### src/rtl/conv33_ctrl.sv
// Sequencer for the 3x3 valid convolution: sweeps col/row/channel, handshakes with
// the window buffer and calc unit, and writes results. Optional macro: CONV33_CTRL_TIMEOUT_EN.
module conv33_ctrl #(
    parameter int IMG_W       = 28,
    parameter int IMG_H       = 28,
    parameter int OUT_CH      = 6,
    parameter int ADDR_WIDTH  = 16,
    parameter int CH_WIDTH    = 4,
    parameter int WIN_TIMEOUT = 255
) (
    input  logic                  clk,
    input  logic                  rst,
    input  logic                  start_i,
    output logic                  busy_o,
    output logic                  done_o,
    output logic                  win_req_o,
    output logic [ADDR_WIDTH-1:0] pix_addr_o,
    input  logic                  win_ready_i,
    output logic [CH_WIDTH-1:0]   ch_sel_o,
    output logic                  conv33_en_o,
    input  logic                  calc_valid_i,
    output logic                  out_we_o,
    output logic [ADDR_WIDTH-1:0] out_addr_o,
    output logic                  err_o
);

    localparam int OW    = IMG_W - 2;
    localparam int OH    = IMG_H - 2;
    localparam int COL_W = $clog2(OW + 1);
    localparam int ROW_W = $clog2(OH + 1);

    localparam logic [COL_W-1:0]      COL_LAST = COL_W'(OW - 1);
    localparam logic [ROW_W-1:0]      ROW_LAST = ROW_W'(OH - 1);
    localparam logic [CH_WIDTH-1:0]   CH_LAST  = CH_WIDTH'(OUT_CH - 1);
    // Last window of a row to first window of the next row skips the two border columns.
    localparam logic [ADDR_WIDTH-1:0] ROW_STEP = ADDR_WIDTH'(3);

    typedef enum logic [2:0] {
        S_IDLE,
        S_FETCH,
        S_WAITWIN,
        S_CALC,
        S_WAITRES,
        S_DONE
    } state_t;

    state_t                state_q, state_d;
    logic [COL_W-1:0]      col_q, col_d;
    logic [ROW_W-1:0]      row_q, row_d;
    logic [CH_WIDTH-1:0]   ch_q, ch_d;
    logic [ADDR_WIDTH-1:0] pix_q, pix_d;
    logic [ADDR_WIDTH-1:0] oaddr_q, oaddr_d;
    logic                  timeout;

`ifdef CONV33_CTRL_TIMEOUT_EN
    localparam int TO_W = $clog2(WIN_TIMEOUT + 1);

    logic [TO_W-1:0] to_cnt_q, to_cnt_d;
    logic            err_q, err_d;

    assign timeout = (to_cnt_q == TO_W'(WIN_TIMEOUT - 1));
    assign err_o   = err_q;

    // Counter is cleared in FETCH so every WAITWIN entry starts from zero.
    always_comb begin
        to_cnt_d = to_cnt_q;
        err_d    = err_q;
        if (state_q == S_FETCH) begin
            to_cnt_d = '0;
        end else if (state_q == S_WAITWIN) begin
            to_cnt_d = to_cnt_q + 1'b1;
        end
        if (state_q == S_IDLE && start_i) begin
            err_d = 1'b0;
        end else if (state_q == S_WAITWIN && !win_ready_i && timeout) begin
            err_d = 1'b1;
        end
    end

    always_ff @(posedge clk or posedge rst) begin
        if (rst) begin
            to_cnt_q <= '0;
            err_q    <= 1'b0;
        end else begin
            to_cnt_q <= to_cnt_d;
            err_q    <= err_d;
        end
    end
`else
    assign timeout = 1'b0;
    assign err_o   = 1'b0;
`endif

    always_comb begin
        state_d     = state_q;
        col_d       = col_q;
        row_d       = row_q;
        ch_d        = ch_q;
        pix_d       = pix_q;
        oaddr_d     = oaddr_q;
        busy_o      = 1'b0;
        done_o      = 1'b0;
        win_req_o   = 1'b0;
        conv33_en_o = 1'b0;
        out_we_o    = 1'b0;

        case (state_q)
            S_IDLE: begin
                if (start_i) begin
                    state_d = S_FETCH;
                    col_d   = '0;
                    row_d   = '0;
                    ch_d    = '0;
                    pix_d   = '0;
                    oaddr_d = '0;
                end
            end
            S_FETCH: begin
                busy_o    = 1'b1;
                win_req_o = 1'b1;
                state_d   = S_WAITWIN;
            end
            S_WAITWIN: begin
                busy_o = 1'b1;
                if (win_ready_i) begin
                    state_d = S_CALC;
                end else if (timeout) begin
                    state_d = S_DONE;
                end
            end
            S_CALC: begin
                busy_o      = 1'b1;
                conv33_en_o = 1'b1;
                state_d     = S_WAITRES;
            end
            S_WAITRES: begin
                busy_o   = 1'b1;
                out_we_o = calc_valid_i;
                if (calc_valid_i) begin
                    oaddr_d = oaddr_q + 1'b1;
                    state_d = S_FETCH;
                    if (col_q != COL_LAST) begin
                        col_d = col_q + 1'b1;
                        pix_d = pix_q + 1'b1;
                    end else begin
                        col_d = '0;
                        if (row_q != ROW_LAST) begin
                            row_d = row_q + 1'b1;
                            pix_d = pix_q + ROW_STEP;
                        end else begin
                            row_d = '0;
                            pix_d = '0;
                            if (ch_q != CH_LAST) begin
                                ch_d = ch_q + 1'b1;
                            end else begin
                                ch_d    = '0;
                                state_d = S_DONE;
                            end
                        end
                    end
                end
            end
            S_DONE: begin
                done_o  = 1'b1;
                state_d = S_IDLE;
            end
            default: begin
                state_d = S_IDLE;
            end
        endcase
    end

    always_ff @(posedge clk or posedge rst) begin
        if (rst) begin
            state_q <= S_IDLE;
            col_q   <= '0;
            row_q   <= '0;
            ch_q    <= '0;
            pix_q   <= '0;
            oaddr_q <= '0;
        end else begin
            state_q <= state_d;
            col_q   <= col_d;
            row_q   <= row_d;
            ch_q    <= ch_d;
            pix_q   <= pix_d;
            oaddr_q <= oaddr_d;
        end
    end

    assign pix_addr_o = pix_q;
    assign ch_sel_o   = ch_q;
    assign out_addr_o = oaddr_q;

endmodule
### config.mk
export PLATFORM = sky130hd
export DESIGN_NAME = conv33_ctrl
export DESIGN_NICKNAME = d
export VERILOG_FILES = /design/src/rtl/conv33_ctrl.sv
export SDC_FILE = /design/constraint.sdc
export NUM_CORES = 1
export LEC_CHECK = 0
export ABC_CLOCK_PERIOD_IN_PS = 6000
export CORE_AREA = 2 2 90 92
export DETAILED_ROUTE_END_ITERATION = 16
export DIE_AREA = 0 0 92 94
export MAX_ROUTING_LAYER = met4
export SYNTH_ARGS = -nofsm -noshare
export SYNTH_HDL_FRONTEND = slang
export SYNTH_SLANG_ARGS = --single-unit
export TNS_END_PERCENT = 5
### constraint.sdc
create_clock -name clk -period 6 [get_ports clk]
set_clock_uncertainty 0.1 [all_clocks]
set_input_delay 1.2 -clock clk [delete_from_list [all_inputs] [get_ports clk]]
set_output_delay 1.2 -clock clk [all_outputs]
set_load 0.03 [all_outputs]
## Word level (Yosys, flattened, before mapping)

Index checks and enable logic that the tools add are counted.

- Memories kept: 0
- Memory bits (read-only): 0
- Latch bits: 0
- Bits in registers: 49
- Memory bits (writable): 0

- Magnitude comparators: 0
- Shift-type cells: 0
- Div/mod/pow operators: 0
- $mul: 0
- Bitwise logic cells: 0
- Equal/unequal tests: 13
- Reductions and logical operators: 7
- Add/subtract/negate cells: 6
- Mux-type cells: 33

Operator list:

| operator | number |
|---|---|
| 16-bit two-way mux | 5 |
| 16-bit one-hot mux with 2 select lines | 2 |
| 16-bit by 1-bit adder with 16-bit output (second input constant) | 2 |
| 5-bit two-way mux | 6 |
| 4-bit two-way mux | 5 |
| 5-bit one-hot mux with 2 select lines | 2 |
| 3-bit two-way mux | 6 |
| 16-bit by 2-bit adder with 16-bit output (second input constant) | 1 |
| 3-bit one-hot mux with 5 select lines | 1 |
| 5-bit by 1-bit adder with 5-bit output (second input constant) | 2 |
| 2-bit inequality test (second input constant) | 5 |
| 5-bit inequality test (second input constant) | 2 |
| 4-bit one-hot mux with 2 select lines | 1 |
| 3-bit by 2-bit equality test with 1-bit output (second input constant) | 2 |
| 3-bit equality test (second input constant) | 2 |
| 3-bit AND reduction | 2 |
| 1-bit two-way mux | 5 |
| 5-bit AND reduction | 1 |
| 4-bit by 1-bit adder with 4-bit output (second input constant) | 1 |
| 4-bit by 3-bit inequality test with 1-bit output (second input constant) | 1 |
| 4-bit AND reduction | 1 |
| 4-bit OR reduction | 1 |
| 3-bit by 1-bit equality test with 1-bit output (second input constant) | 1 |
| 3-bit logical NOT | 1 |
| 2-bit nonzero test | 1 |

## Logic depth before layout (Yosys ltp)

Gate-level depths: netlist (run 1).

- Depth in word-level cells: 6
- Gate-level depth with buffers: 9
- Mapped depth without buffers: 7

## Worst setup path before layout (run 1)

Ideal clock, no wire load.

- Path kind: input to output
- Start point: in calc_valid_i
- End point: out out_we_o
- Data required time: 4.700 ns
- Data arrival time: 1.782 ns
- Buffers on the path: 2
- Stages on the path: 4
- Slack: 2.918 ns
- Path through: nand4bb_1 buf_4 inv_2 buf_2

- Longest elaborated chain between the ends: 1

Ends and longest elaborated chain:

| what | RTL line | source |
|---|---|---|
| from (decl) | 21 | `input logic calc_valid_i,` |
| 1-bit two-way mux | 107 | `case (state_q)` |
| to (decl) | 22 | `output logic out_we_o,` |

Every way passes these cells.

## Worst setup path in the final report (run 1)

Same ends and word-level chain as after synthesis.

==> PnR_summary.wiki, run 1 <==
{| class="wikitable"
! Metric !! Value
|-
| Status || finished clean
|-
| Crit path max-delay cell type || sky130_fd_sc_hd__clkdlybuf4s50_1
|-
| Buffers inserted during post-CTS setup optimization || 0
|-
| Most frequent CP cell || sky130_fd_sc_hd__clkdlybuf4s50_1
|-
| Sum Neg Setup Slack || 0 ns
|-
| # clock sinks || just under 50
|-
| DRC Markers || 0
|-
| Initial cell density of the core || between 30% and 40%
|-
| R2R Setup Slk || 3.36 ns
|-
| Biggest cell delay along the critical path || 0.73 ns
|-
| Critical path fanouts, max || 12
|-
| Count of endpoints failing hold in the final timing report || 0
|-
| Part of the Yosys area used for sequential elements || about two fifths
|-
| Crit path buffers/inverters || 3
|-
| Antenna cells || 0
|-
| Fraction of the cycle the final worst path needs || between 70 and 80%
|-
| Floorplan row count || 32
|-
| Kind of cell adding the most delay to the critical path || buffers and inverters
|-
| Post-Syn Area per Cell || a little over 9 µm²
|-
| Sum of net half-perimeters after detailed placement || between 4000 and 5000 µm
|-
| Routed wire per std cell || between 15 and 20 µm
|-
| First-pass GRT wire length || approximately 12000 µm
|-
| Initial antenna violation count || 0
|-
| Num CTS Buffers || 5
|-
| Worst slack at placement || around 1.4 ns
|-
| Number of maximum-capacitance constraint violations || 0
|-
| Via count || approximately 2600
|-
| Gate count of the mapped netlist || 329
|-
| Normalized max-slew margin || 29.7%
|-
| Master cell of the clock root buffer || sky130_fd_sc_hd__clkbuf_8
|-
| Summed instance area of the synthesized netlist || 2980 µm²
|-
| Cell variety after synth || 63
|-
| Chip Height || around 94 µm
|-
| # nets final || ~380
|-
| Worst-margin pin slew || between 1 and 1.5 ns
|-
| Unrepaired setup endpoints after global routing || false
|-
| Violation count after the first detailed-route iteration || 120
|-
| I/O Pins || 47
|-
| Clk_lat worst skew || ~0.30 ns
|-
| Post-synth net total || roughly 340
|-
| Worst setup SP type || input pin
|-
| Vias in the first global route || 2411
|-
| Largest net degree at the start of global routing || 50
|-
| Die boundary width || 92 µm
|-
| WP data arrival || between 3 and 4 ns
|-
| Die area || around 8600 µm²
|-
| Maximum number of buffers from clock root to sink || 2
|-
| Cts hold-fix bufs || 0
|-
| Static Leak || 1.42 nW
|-
| Area Growth Syn to Fin || 20.1%
|-
| Post-detailed-route count of antenna-violating nets || 0
|-
| Number of warnings issued by yosys || 0
|-
| Post-route setup slack || between 1 and 1.5 ns
|-
| PwrDens || slightly below 300 nW/µm²
|-
| Required time reported for the critical path endpoint || around 4.7 ns
|-
| Worst setup EP type || output port
|-
| Total global routing overflow || 0
|-
| Final Setup Violations || 0
|-
| Vias per std cell || roughly 5.5
|-
| Number of enable flip-flop cells after synthesis || 0
|-
| Port bufs || 45
|-
| Slew Limit Fails || 0
|-
| Cell area after layout || between 3000 and 4000 µm²
|-
| Number of levels in the clock H-tree || 2
|-
| Total Wirelength || approximately 7100 µm
|-
| Async set-or-reset flop fraction in the synthesized netlist || between 90% and 100%
|-
| CTS tree || built
|-
| Kind of critical path || input pin to output port
|-
| F_max || approximately 0.22 GHz
|-
| Cell chain of the critical path || clkdlybuf4s50_1, nand4bb_1, inv_2, clkdlybuf4s50_1
|-
| Final Critical Period || 4.57 ns
|-
| Worst min-delay path class || register to register
|-
| Layout Cells excl Fill || around 470
|-
| Share of final-layout standard cells stronger than drive strength 1 || 6.04%
|-
| Seq cells post-synth || 49
|-
| Clk slew on worst S/H paths || 0.09 ns
|-
| Global-route usage over all layers || around 17%
|-
| Final Wtd Congestion || between 0.8 and 0.9
|-
| Cells after DPL || approximately 460
|-
| Placement-stage cell area || roughly 3500 µm²
|-
| Core footprint || about 7600 µm²
|-
| Most used DFF post-synth || sky130_fd_sc_hd__dfrtp_1
|-
| Worst IR Drop VDD || between 300 and 400 µV
|-
| First-pass detailed-route iteration total || 4
|-
| Cells resized by post-CTS repair || 0
|}
-- power by group --
group | total, mW | internal [mW] | switching, mW
clock | 0.254 | 0.136 | 0.118
sequential | 0.438 | 0.365 | 0.0724
combinational | 0.359 | 0.137 | 0.222
total | 1.05 | 0.638 | 0.412
-- flip-flops by register name, summed over array words and instances (netlist names) --
signal      cells
state_q         3
out_addr_o     16
col_q           5
pix_addr_o     16
row_q           5
ch_sel_o        4
-- per-layer routing --
layer | wire length, µm | vias to the layer above | share of wire (%) | GRT usage, %
met3 | 319 | 2 | 4.5 | 2.89
li1 | - | 1269 | - | -
met2 | 3320 | 71 | 47 | 26.6
met1 | 3440 | 1232 | 48 | 25.1
met5 | 0 | - | 0 | -
met4 | 23 | 0 | 0.32 | 2.99
-- layout by cell type, fill, tap and decap left out, types with 3 or more instances in the layout --
master | Yosys | final
sky130_fd_sc_hd__a31oi_1 | 7 | 7
sky130_fd_sc_hd__nand4_1 | 11 | 11
sky130_fd_sc_hd__xor2_1 | 6 | 6
sky130_fd_sc_hd__o22ai_1 | 3 | 3
sky130_fd_sc_hd__nor3_1 | 5 | 5
sky130_fd_sc_hd__and3_1 | 8 | 8
sky130_fd_sc_hd__inv_1 | 12 | 11
sky130_fd_sc_hd__xnor2_1 | 13 | 13
sky130_fd_sc_hd__o21ai_0 | 34 | 34
sky130_fd_sc_hd__nand2_1 | 33 | 33
sky130_fd_sc_hd__o31ai_1 | 5 | 5
sky130_fd_sc_hd__clkbuf_8 | 0 | 6
sky130_fd_sc_hd__nor4_1 | 6 | 6
sky130_fd_sc_hd__nand3_1 | 10 | 10
sky130_fd_sc_hd__dfrtp_1 | 49 | 49
sky130_fd_sc_hd__o211ai_1 | 3 | 3
sky130_fd_sc_hd__nor2_1 | 30 | 30
sky130_fd_sc_hd__or3_1 | 3 | 3
sky130_fd_sc_hd__a21oi_1 | 9 | 9
sky130_fd_sc_hd__ha_1 | 9 | 9
sky130_fd_sc_hd__clkdlybuf4s50_1 | 0 | 45
sky130_fd_sc_hd__and4_1 | 5 | 5
-- worst paths after layout --
path | startpoint | end | cells after the start
worst max-delay path | calc_valid_i | out_we_o | 4
worst min-delay path | pix_addr_o[15]$_DFFE_PP0P_ | pix_addr_o[15]$_DFFE_PP0P_ | 1
worst max register to register | state_q[2]$_DFFE_PP0P_ | ch_sel_o[3]$_DFFE_PP0P_ | 5
worst min register to register | pix_addr_o[15]$_DFFE_PP0P_ | pix_addr_o[15]$_DFFE_PP0P_ | 1
max in group asynchronous | rst | pix_addr_o[9]$_DFFE_PP0P_ | 2
min in group asynchronous | rst | out_addr_o[12]$_DFFE_PP0P_ | 2
-- worst reg2reg max path, delay by kind of cell (launching register included) --
kind            cells  cell delay, ns
simple gates        2            1.07
mux                 1            0.25
compound gates      2            0.52
flops               1            0.61
-- area by class of cell --
cell class                      count  area [µm²]
Timing Repair Buffer               45         450
Fill cell                         760        4030
Multi-Input combinational cell    249        1610
Clock inverter                      2        37.5
Sequential cell                    49        1230
Clock buffer                        6        82.6
Inverter                           13        48.8
Tap cell                          102         128
-- cell usage after synthesis, types with 2 or more instances --
| library cell | number | area share [%] |
|---|---|---|
| sky130_fd_sc_hd__o211ai_1 | 3 | 0.76 |
| sky130_fd_sc_hd__nor3_1 | 5 | 0.84 |
| sky130_fd_sc_hd__nand2_1 | 33 | 4.2 |
| sky130_fd_sc_hd__a22o_1 | 2 | 0.59 |
| sky130_fd_sc_hd__or3_1 | 3 | 0.63 |
| sky130_fd_sc_hd__xor2_1 | 6 | 1.8 |
| sky130_fd_sc_hd__a41oi_1 | 2 | 0.59 |
| sky130_fd_sc_hd__o21ai_0 | 34 | 5.7 |
| sky130_fd_sc_hd__clkbuf_1 | 7 | 0.88 |
| sky130_fd_sc_hd__nor2_1 | 30 | 3.8 |
| sky130_fd_sc_hd__xnor2_1 | 13 | 3.8 |
| sky130_fd_sc_hd__and4b_1 | 2 | 0.67 |
| sky130_fd_sc_hd__and3_1 | 8 | 1.7 |
| sky130_fd_sc_hd__o21ai_1 | 2 | 0.34 |
| sky130_fd_sc_hd__nand3_1 | 10 | 1.7 |
| sky130_fd_sc_hd__inv_1 | 12 | 1.5 |
| sky130_fd_sc_hd__a221o_1 | 2 | 0.67 |
| sky130_fd_sc_hd__nand2b_1 | 2 | 0.42 |
| sky130_fd_sc_hd__a2bb2oi_1 | 2 | 0.59 |
| sky130_fd_sc_hd__o22ai_1 | 3 | 0.63 |
| sky130_fd_sc_hd__nor4_1 | 6 | 1.3 |
| sky130_fd_sc_hd__a31oi_1 | 7 | 1.5 |
| sky130_fd_sc_hd__buf_4 | 5 | 1.3 |
| sky130_fd_sc_hd__o21a_1 | 2 | 0.50 |
| sky130_fd_sc_hd__nor3b_1 | 2 | 0.50 |
| sky130_fd_sc_hd__mux2_2 | 2 | 0.76 |
| sky130_fd_sc_hd__nor2b_1 | 2 | 0.42 |
| sky130_fd_sc_hd__and4_1 | 5 | 1.5 |
| sky130_fd_sc_hd__mux2i_1 | 2 | 0.67 |
| sky130_fd_sc_hd__o31ai_1 | 5 | 1.3 |
| sky130_fd_sc_hd__nand4_1 | 11 | 2.3 |
| sky130_fd_sc_hd__buf_2 | 4 | 0.67 |
| sky130_fd_sc_hd__a21oi_1 | 9 | 1.5 |
| sky130_fd_sc_hd__ha_1 | 9 | 3.8 |
| sky130_fd_sc_hd__dfrtp_1 | 49 | 41 |
-- kinds of logic after synthesis --
logic type,count (synthesis),share of synthesized area [%]
compound gates,86,19.5
xor+xnor,19,5.58
fa+ha+maj,9,3.78
buf+inv,31,4.99
flops,49,41.1
mux,4,1.43
other cells,1,0.126
simple gates,130,23.5
-- stage by stage --
step / util [%] / total power, mW / hold WS, ns
2_1_floorplan: - / 0.705 / 0.392
3_3_place_gp: 45.5 / 0.801 / 0.368
3_5_place_dp: 45.5 / 0.803 / 0.376
4_1_cts: 47.1 / 1.06 / 0.389
5_1_grt: 47.1 / 1.12 / 0.416
6_report: 47.1 / 1.05 / 0.379
No activity file was read; power rests on OpenSTA's default activity.
==> run 2: changes to the inputs <==
--- a/config.mk
+++ b/config.mk
@@ -5,7 +5,7 @@
 export SDC_FILE = /design/constraint.sdc
 export NUM_CORES = 1
 export LEC_CHECK = 0
-export ABC_CLOCK_PERIOD_IN_PS = 6000
+export ABC_CLOCK_PERIOD_IN_PS = 4100
 export CORE_AREA = 2 2 90 92
 export DETAILED_ROUTE_END_ITERATION = 16
 export DIE_AREA = 0 0 92 94
==> constraint.sdc (replaced) <==
create_clock -name clk -period 4.1 [get_ports clk]
set_clock_uncertainty 0.1 [all_clocks]
set_input_delay 0.82 -clock clk [delete_from_list [all_inputs] [get_ports clk]]
set_output_delay 0.82 -clock clk [all_outputs]
set_load 0.03 [all_outputs]
==> run 2 against run 1 <==
Routed wire length is 1.6% higher. Highest routed layer unchanged. Largest power group unchanged. Global-route usage increased by 0.39 points. Cell area shrank 0.42%. Via count is essentially flat.
==> PnR_summary.wiki, run 2 (synthesis gave the netlist of run 1 again) <==
{| class="wikitable"
! Metric !! Value
|-
| PwrDens || a little over 400 nW/µm²
|-
| Switching component of the power || 599 µW
|-
| Antenna cells || 0
|-
| Vias in the first global route || 2393
|-
| Master cell of the clock root buffer || sky130_fd_sc_hd__clkbuf_8
|-
| Vias per std cell || roughly 5.5
|-
| Critical path fanouts, max || 8
|-
| Clk_lat worst skew || ~0.30 ns
|-
| Crit path launch || calc_valid_i
|-
| Normalized max-slew margin || 29.9%
|-
| Die area || a little under 9000 µm²
|-
| Slew Limit Fails || 0
|-
| Number of maximum-capacitance constraint violations || 0
|-
| Num CTS Buffers || 5
|-
| I/O Pins || 47
|-
| Initial antenna violation count || 0
|-
| Cells resized by post-CTS repair || 0
|-
| Violation count after the first detailed-route iteration || 94
|-
| Share of final-layout standard cells stronger than drive strength 1 || 6.54%
|-
| Chip Height || around 94 µm
|-
| Switching power as a share of total power || between 40 and 50%
|-
| Sum of net half-perimeters after detailed placement || about 5000 µm
|-
| Kind of critical path || input pin to output port
|-
| Fraction of the cycle the final worst path needs || 80.5%
|-
| # clock sinks || 49
|-
| F_max || 0.303 GHz
|-
| Sum Neg Setup Slack || 0 ns
|-
| Post-detailed-route count of antenna-violating nets || 0
|-
| Via count || around 2600
|-
| Clk slew on worst S/H paths || roughly 0.09 ns
|-
| DRC Markers || 0
|-
| Initial cell density of the core || 39.2%
|-
| Biggest cell delay along the critical path || approximately 0.66 ns
|-
| Final Critical Period || between 3 and 4 ns
|-
| Unrepaired setup endpoints after global routing || false
|-
| CTS tree || built
|-
| Total Wirelength || just over 7000 µm
|-
| R2R Setup Slk || 1.64 ns
|-
| Internal Dissipation || roughly 860 µW
|-
| Cell chain of the critical path || clkdlybuf4s50_1, nand4bb_1, buf_4, inv_2, clkdlybuf4s50_1
|-
| Worst-margin pin slew || between 1 and 1.5 ns
|-
| Worst IR Drop VDD || between 300 and 400 µV
|-
| Required time reported for the critical path endpoint || 3.18 ns
|-
| First-pass GRT wire length || approximately 12000 µm
|-
| Die boundary width || a little over 90 µm
|-
| Status || finished clean
|-
| Worst setup SP type || input pin
|-
| Global-route usage over all layers || around 18%
|-
| Most common library cell in the layout ignoring fill and taps || sky130_fd_sc_hd__dfrtp_1
|-
| Worst min-delay path class || register to register
|-
| WP data arrival || 2.38 ns
|-
| # nets final || between 300 and 400
|-
| Worst R2R End || pix_addr_o[11]$_DFFE_PP0P_
|-
| Source of the worst register-to-register timing path || col_q[1]$_DFFE_PP0P_
|-
| Final Setup Violations || 0
|-
| Largest net degree at the start of global routing || 50
|-
| Maximum number of buffers from clock root to sink || 2
|-
| Share of power burned in the clock network || 19.3%
|-
| Crit path to || out_we_o
|-
| Power after layout || 1.46 mW
|-
| Total global routing overflow || 0
|-
| Count of endpoints failing hold in the final timing report || 0
|-
| Cts hold-fix bufs || 0
|-
| Worst reg-to-reg path cell count || 7
|-
| Routed wire per std cell || 15.4 µm
|-
| Final Wtd Congestion || between 0.8 and 0.9
|-
| Crit path max-delay cell type || sky130_fd_sc_hd__clkdlybuf4s50_1
|-
| Core utilization of the finished layout || a little under half
|-
| First-pass detailed-route iteration total || 4
|-
| Share of total power in combinational logic || a little under two fifths
|-
| Area Growth Syn to Fin || 19.6%
|-
| Buffers inserted during post-CTS setup optimization || 0
|-
| Floorplan row count || 32
|-
| Proportion of power drawn by flip-flops and latches || between 40% and 50%
|-
| Number of levels in the clock H-tree || 2
|-
| Top library cells by usage in the layout, fill and taps aside || sky130_fd_sc_hd__dfrtp_1, sky130_fd_sc_hd__clkdlybuf4s50_1, sky130_fd_sc_hd__o21ai_0, sky130_fd_sc_hd__nand2_1, sky130_fd_sc_hd__nor2_1
|-
| Port bufs || 45
|-
| Worst setup EP type || output port
|-
| Static Leak || 1.42 nW
|-
| Number of stages on the worst hold path || 1
|-
| Most frequent CP cell || sky130_fd_sc_hd__clkdlybuf4s50_1
|-
| Core footprint || ~7600 µm²
|}
## run 2: changes by cell type in the layout (fill, tap and decap cells not counted)
| cell | change |
|---|---|
| sky130_fd_sc_hd__buf_4 | +3 |
| sky130_fd_sc_hd__clkbuf_8 | -1 |
| sky130_fd_sc_hd__clkbuf_1 | +1 |
| sky130_fd_sc_hd__bufinv_16 | -1 |
| sky130_fd_sc_hd__clkinv_2 | +2 |
| sky130_fd_sc_hd__clkinvlp_4 | -1 |
## run 2: power by group through the flow
stage	Combinational (mW)	Sequential, mW	Clock, mW
after global routing	0.597	0.648	0.315
final	0.543	0.637	0.282
after floorplan	0.411	0.621	0
after detailed placement	0.543	0.646	0
after CTS	0.548	0.636	0.297
after global placement	0.537	0.646	0
## run 2: how the worst min path moves through the flow
stage                                     startpoint                          to  slack [ns]
final                     pix_addr_o[15]$_DFFE_PP0P_  pix_addr_o[15]$_DFFE_PP0P_        0.38
after global routing      pix_addr_o[15]$_DFFE_PP0P_  pix_addr_o[15]$_DFFE_PP0P_        0.42
after CTS                 pix_addr_o[15]$_DFFE_PP0P_  pix_addr_o[15]$_DFFE_PP0P_        0.38
after detailed placement  pix_addr_o[15]$_DFFE_PP0P_  pix_addr_o[15]$_DFFE_PP0P_        0.37
after global placement    pix_addr_o[15]$_DFFE_PP0P_  pix_addr_o[15]$_DFFE_PP0P_        0.37
after floorplan                 col_q[1]$_DFFE_PP0P_        col_q[1]$_DFFE_PP0P_        0.39
## run 2: area by class of cell
cell class / count / area, µm²
Clock buffer: 6 / 72.6
Fill cell: 741 / 4040
Multi-Input combinational cell: 249 / 1610
Timing Repair Buffer: 48 / 473
Sequential cell: 49 / 1230
Clock inverter: 2 / 10.0
Inverter: 13 / 48.8
Tap cell: 102 / 128
## run 2: critical path, delay by kind of cell
family                 cells  cell delay [ns]
buffers and inverters      4             1.45
and+or+nand+nor            1             0.11
## run 2: per-layer routing
metal	global-route usage, %	up-vias	wire [µm]
li1	-	1278	-
met1	24.9	1233	3640
met2	27.8	57	3290
met3	2.81	8	211
met4	3.86	0	70
met5	-	-	0
## run 2: per-stage QoR
step / hold slack, ns / std cells / worst slack [ns] / area (µm²)
finish: 0.381 / 469 / 0.799 / 3560
global route: 0.420 / 469 / 0.742 / 3560
CTS: 0.381 / 469 / 0.795 / 3560
detailed placement: 0.371 / 461 / 0.796 / 3480
global placement: 0.372 / 461 / 0.799 / 3480
floorplan: 0.392 / 329 / 1.77 / 2980
==> run 3: changes to the inputs <==
--- a/config.mk
+++ b/config.mk
@@ -5,7 +5,7 @@
 export SDC_FILE = /design/constraint.sdc
 export NUM_CORES = 1
 export LEC_CHECK = 0
-export ABC_CLOCK_PERIOD_IN_PS = 4100
+export ABC_CLOCK_PERIOD_IN_PS = 2800
 export CORE_AREA = 2 2 90 92
 export DETAILED_ROUTE_END_ITERATION = 16
 export DIE_AREA = 0 0 92 94
==> constraint.sdc (replaced) <==
create_clock -name clk -period 2.8 [get_ports clk]
set_clock_uncertainty 0.1 [all_clocks]
set_input_delay 0.56 -clock clk [delete_from_list [all_inputs] [get_ports clk]]
set_output_delay 0.56 -clock clk [all_outputs]
set_load 0.03 [all_outputs]
==> run 3 against run 2 <==
Clock power up 88%. Die area unchanged. Final cell count increased by 1.1%. Sequential share of layout area is 0.63 points lower. Combinational power rose by 54%. Critical path depth fell by 2. Total power increased by 56%. Flip-flop and latch count unchanged.
==> PnR_summary.wiki, run 3 (synthesis gave the netlist of run 1 again) <==
{| class="wikitable"
! Metric !! Value
|-
| DRC Markers || 0
|-
| Sink of the worst hold path || pix_addr_o[15]$_DFFE_PP0P_
|-
| Initial cell density of the core || between 30% and 40%
|-
| Num CTS Buffers || 5
|-
| Worst IR Drop VDD || about 840 µV
|-
| Sum Neg Setup Slack || 0 ns
|-
| First-pass GRT wire length || about 12000 µm
|-
| Worst slack at placement || approximately 0.27 ns
|-
| Floorplan row count || 32
|-
| Maximum number of buffers from clock root to sink || 2
|-
| Worst setup SP type || register
|-
| Placement-stage cell area || approximately 3500 µm²
|-
| Normalized max-slew margin || 57.1%
|-
| Total Wirelength || 7280 µm
|-
| Die area || just under 9000 µm²
|-
| Total global routing overflow || 0
|-
| Core footprint || between 7000 and 8000 µm²
|-
| Unrepaired setup endpoints after global routing || false
|-
| Area Growth Syn to Fin || 21.9%
|-
| Required time reported for the critical path endpoint || about 2.1 ns
|-
| Violation count after the first detailed-route iteration || 100
|-
| Final Critical Period || around 2.5 ns
|-
| Share of final-layout standard cells stronger than drive strength 1 || between 8 and 9%
|-
| Chip Height || around 94 µm
|-
| Post-detailed-route count of antenna-violating nets || 0
|-
| Die boundary width || 92 µm
|-
| Tightest hold margin || 0.377 ns
|-
| Worst R2R End || pix_addr_o[14]$_DFFE_PP0P_
|-
| Number of maximum-capacitance constraint violations || 0
|-
| Worst reg-to-reg path cell count || 7
|-
| Worst min-delay path startpoint || pix_addr_o[15]$_DFFE_PP0P_
|-
| Largest net degree at the start of global routing || 50
|-
| Power after layout || between 2 and 2.5 mW
|-
| Top library cells by usage in the layout, fill and taps aside || sky130_fd_sc_hd__dfrtp_1, sky130_fd_sc_hd__clkdlybuf4s50_1, sky130_fd_sc_hd__o21ai_0, sky130_fd_sc_hd__nand2_1, sky130_fd_sc_hd__nor2_1
|-
| Vias per std cell || approximately 5.6
|-
| Cells after DPL || ~470
|-
| Most common library cell in the layout ignoring fill and taps || sky130_fd_sc_hd__dfrtp_1
|-
| Number of levels in the clock H-tree || 2
|-
| Port bufs || 45
|-
| # clock sinks || just under 50
|-
| Critical path fanouts, max || 12
|-
| Master cell of the clock root buffer || sky130_fd_sc_hd__clkbuf_8
|-
| Worst min-delay path class || register to register
|-
| Initial antenna violation count || 0
|-
| Layout Cells excl Fill || around 470
|-
| Global-route usage over all layers || 17.8%
|-
| Clk_lat worst skew || 0.30 ns
|-
| Source of the worst register-to-register timing path || col_q[1]$_DFFE_PP0P_
|-
| Slew Limit Fails || 0
|-
| # nets final || 385
|-
| Post-route setup slack || between 0.2 and 0.3 ns
|-
| First-pass detailed-route iteration total || 4
|-
| PwrDens || around 630 nW/µm²
|-
| Final Setup Violations || 0
|-
| Worst setup EP type || output port
|-
| Clk slew on worst S/H paths || around 0.090 ns
|-
| Vias in the first global route || roughly 2500
|-
| Core utilization of the finished layout || 47.8%
|-
| Routed wire per std cell || 15.4 µm
|-
| Static Leak || ~1.5 nW
|-
| I/O Pins || 47
|-
| CTS tree || built
|-
| Cell area after layout || approximately 3600 µm²
|-
| Number of inserted filler cells in the final layout || 750
|-
| Via count || 2649
|-
| WP data arrival || ~1.9 ns
|-
| Antenna cells || 0
|-
| Worst-margin pin slew || 0.644 ns
|-
| Status || finished clean
|-
| F_max || approximately 0.39 GHz
|-
| Sum of net half-perimeters after detailed placement || a little over 5000 µm
|-
| Final Wtd Congestion || approximately 0.87
|-
| Count of endpoints failing hold in the final timing report || 0
|-
| Kind of critical path || register to output port
|-
| Number of stages on the worst hold path || 1
|-
| Fraction of the cycle the final worst path needs || between 90% and 100%
|-
| R2R Setup Slk || about 0.48 ns
|}
run 3: per-layer routing:
layer / track usage, % / vias up / part of all wire, %
li1: - / 1288 / -
met1: 25.1 / 1279 / 48
met2: 27.5 / 75 / 47
met3: 2.65 / 7 / 4.4
met4: 4.23 / 0 / 0.84
met5: - / - / 0
run 3: what timing repair did:
item / 4_1_cts / 5_1_grt
resized for setup: 0 / 1
endpoints found under the hold margin: 0 / 0
hold buffers: 0 / 0
endpoints found under the setup margin: 0 / 1
buffers inserted: 0 / 0
run 3: worst max-delay path by stage:
stage | to | start | slack, ns
finish | done_o | state_q[2]$_DFFE_PP0P_ | 0.26
floorplan | pix_addr_o[8]$_DFFE_PP0P_ | pix_addr_o[0]$_DFFE_PP0P_ | 0.47
CTS | done_o | state_q[2]$_DFFE_PP0P_ | 0.08
detailed placement | pix_addr_o[14]$_DFFE_PP0P_ | calc_valid_i | 0.27
global route | done_o | state_q[2]$_DFFE_PP0P_ | 0.16
global placement | pix_addr_o[14]$_DFFE_PP0P_ | calc_valid_i | 0.33
run 3: power breakdown:
part	leakage, nW	internal (mW)	switching (mW)
Sequential	0.675	0.784	0.140
Clock	0.0585	0.292	0.239
Combinational	0.728	0.329	0.504
Total	1.46	1.41	0.883
run 3: critical path: stages (launching register included):
cell and delay (ns):
sky130_fd_sc_hd__dfrtp_2 0.51, sky130_fd_sc_hd__inv_1 0.16, sky130_fd_sc_hd__nor3b_1 0.21, sky130_fd_sc_hd__clkdlybuf4s50_1 0.70
run 3: area by class of cell:
type                            instances  area (µm²)  share of cell area, %
Sequential cell                        49        1230                   33.8
Multi-Input combinational cell        249        1610                   44.2
Inverter                               13        48.8                   1.34
Clock inverter                          1        30.0                  0.826
Clock buffer                            7        86.3                   2.38
Timing Repair Buffer                   53         508                   14.0
Tap cell                              102         128                   3.51
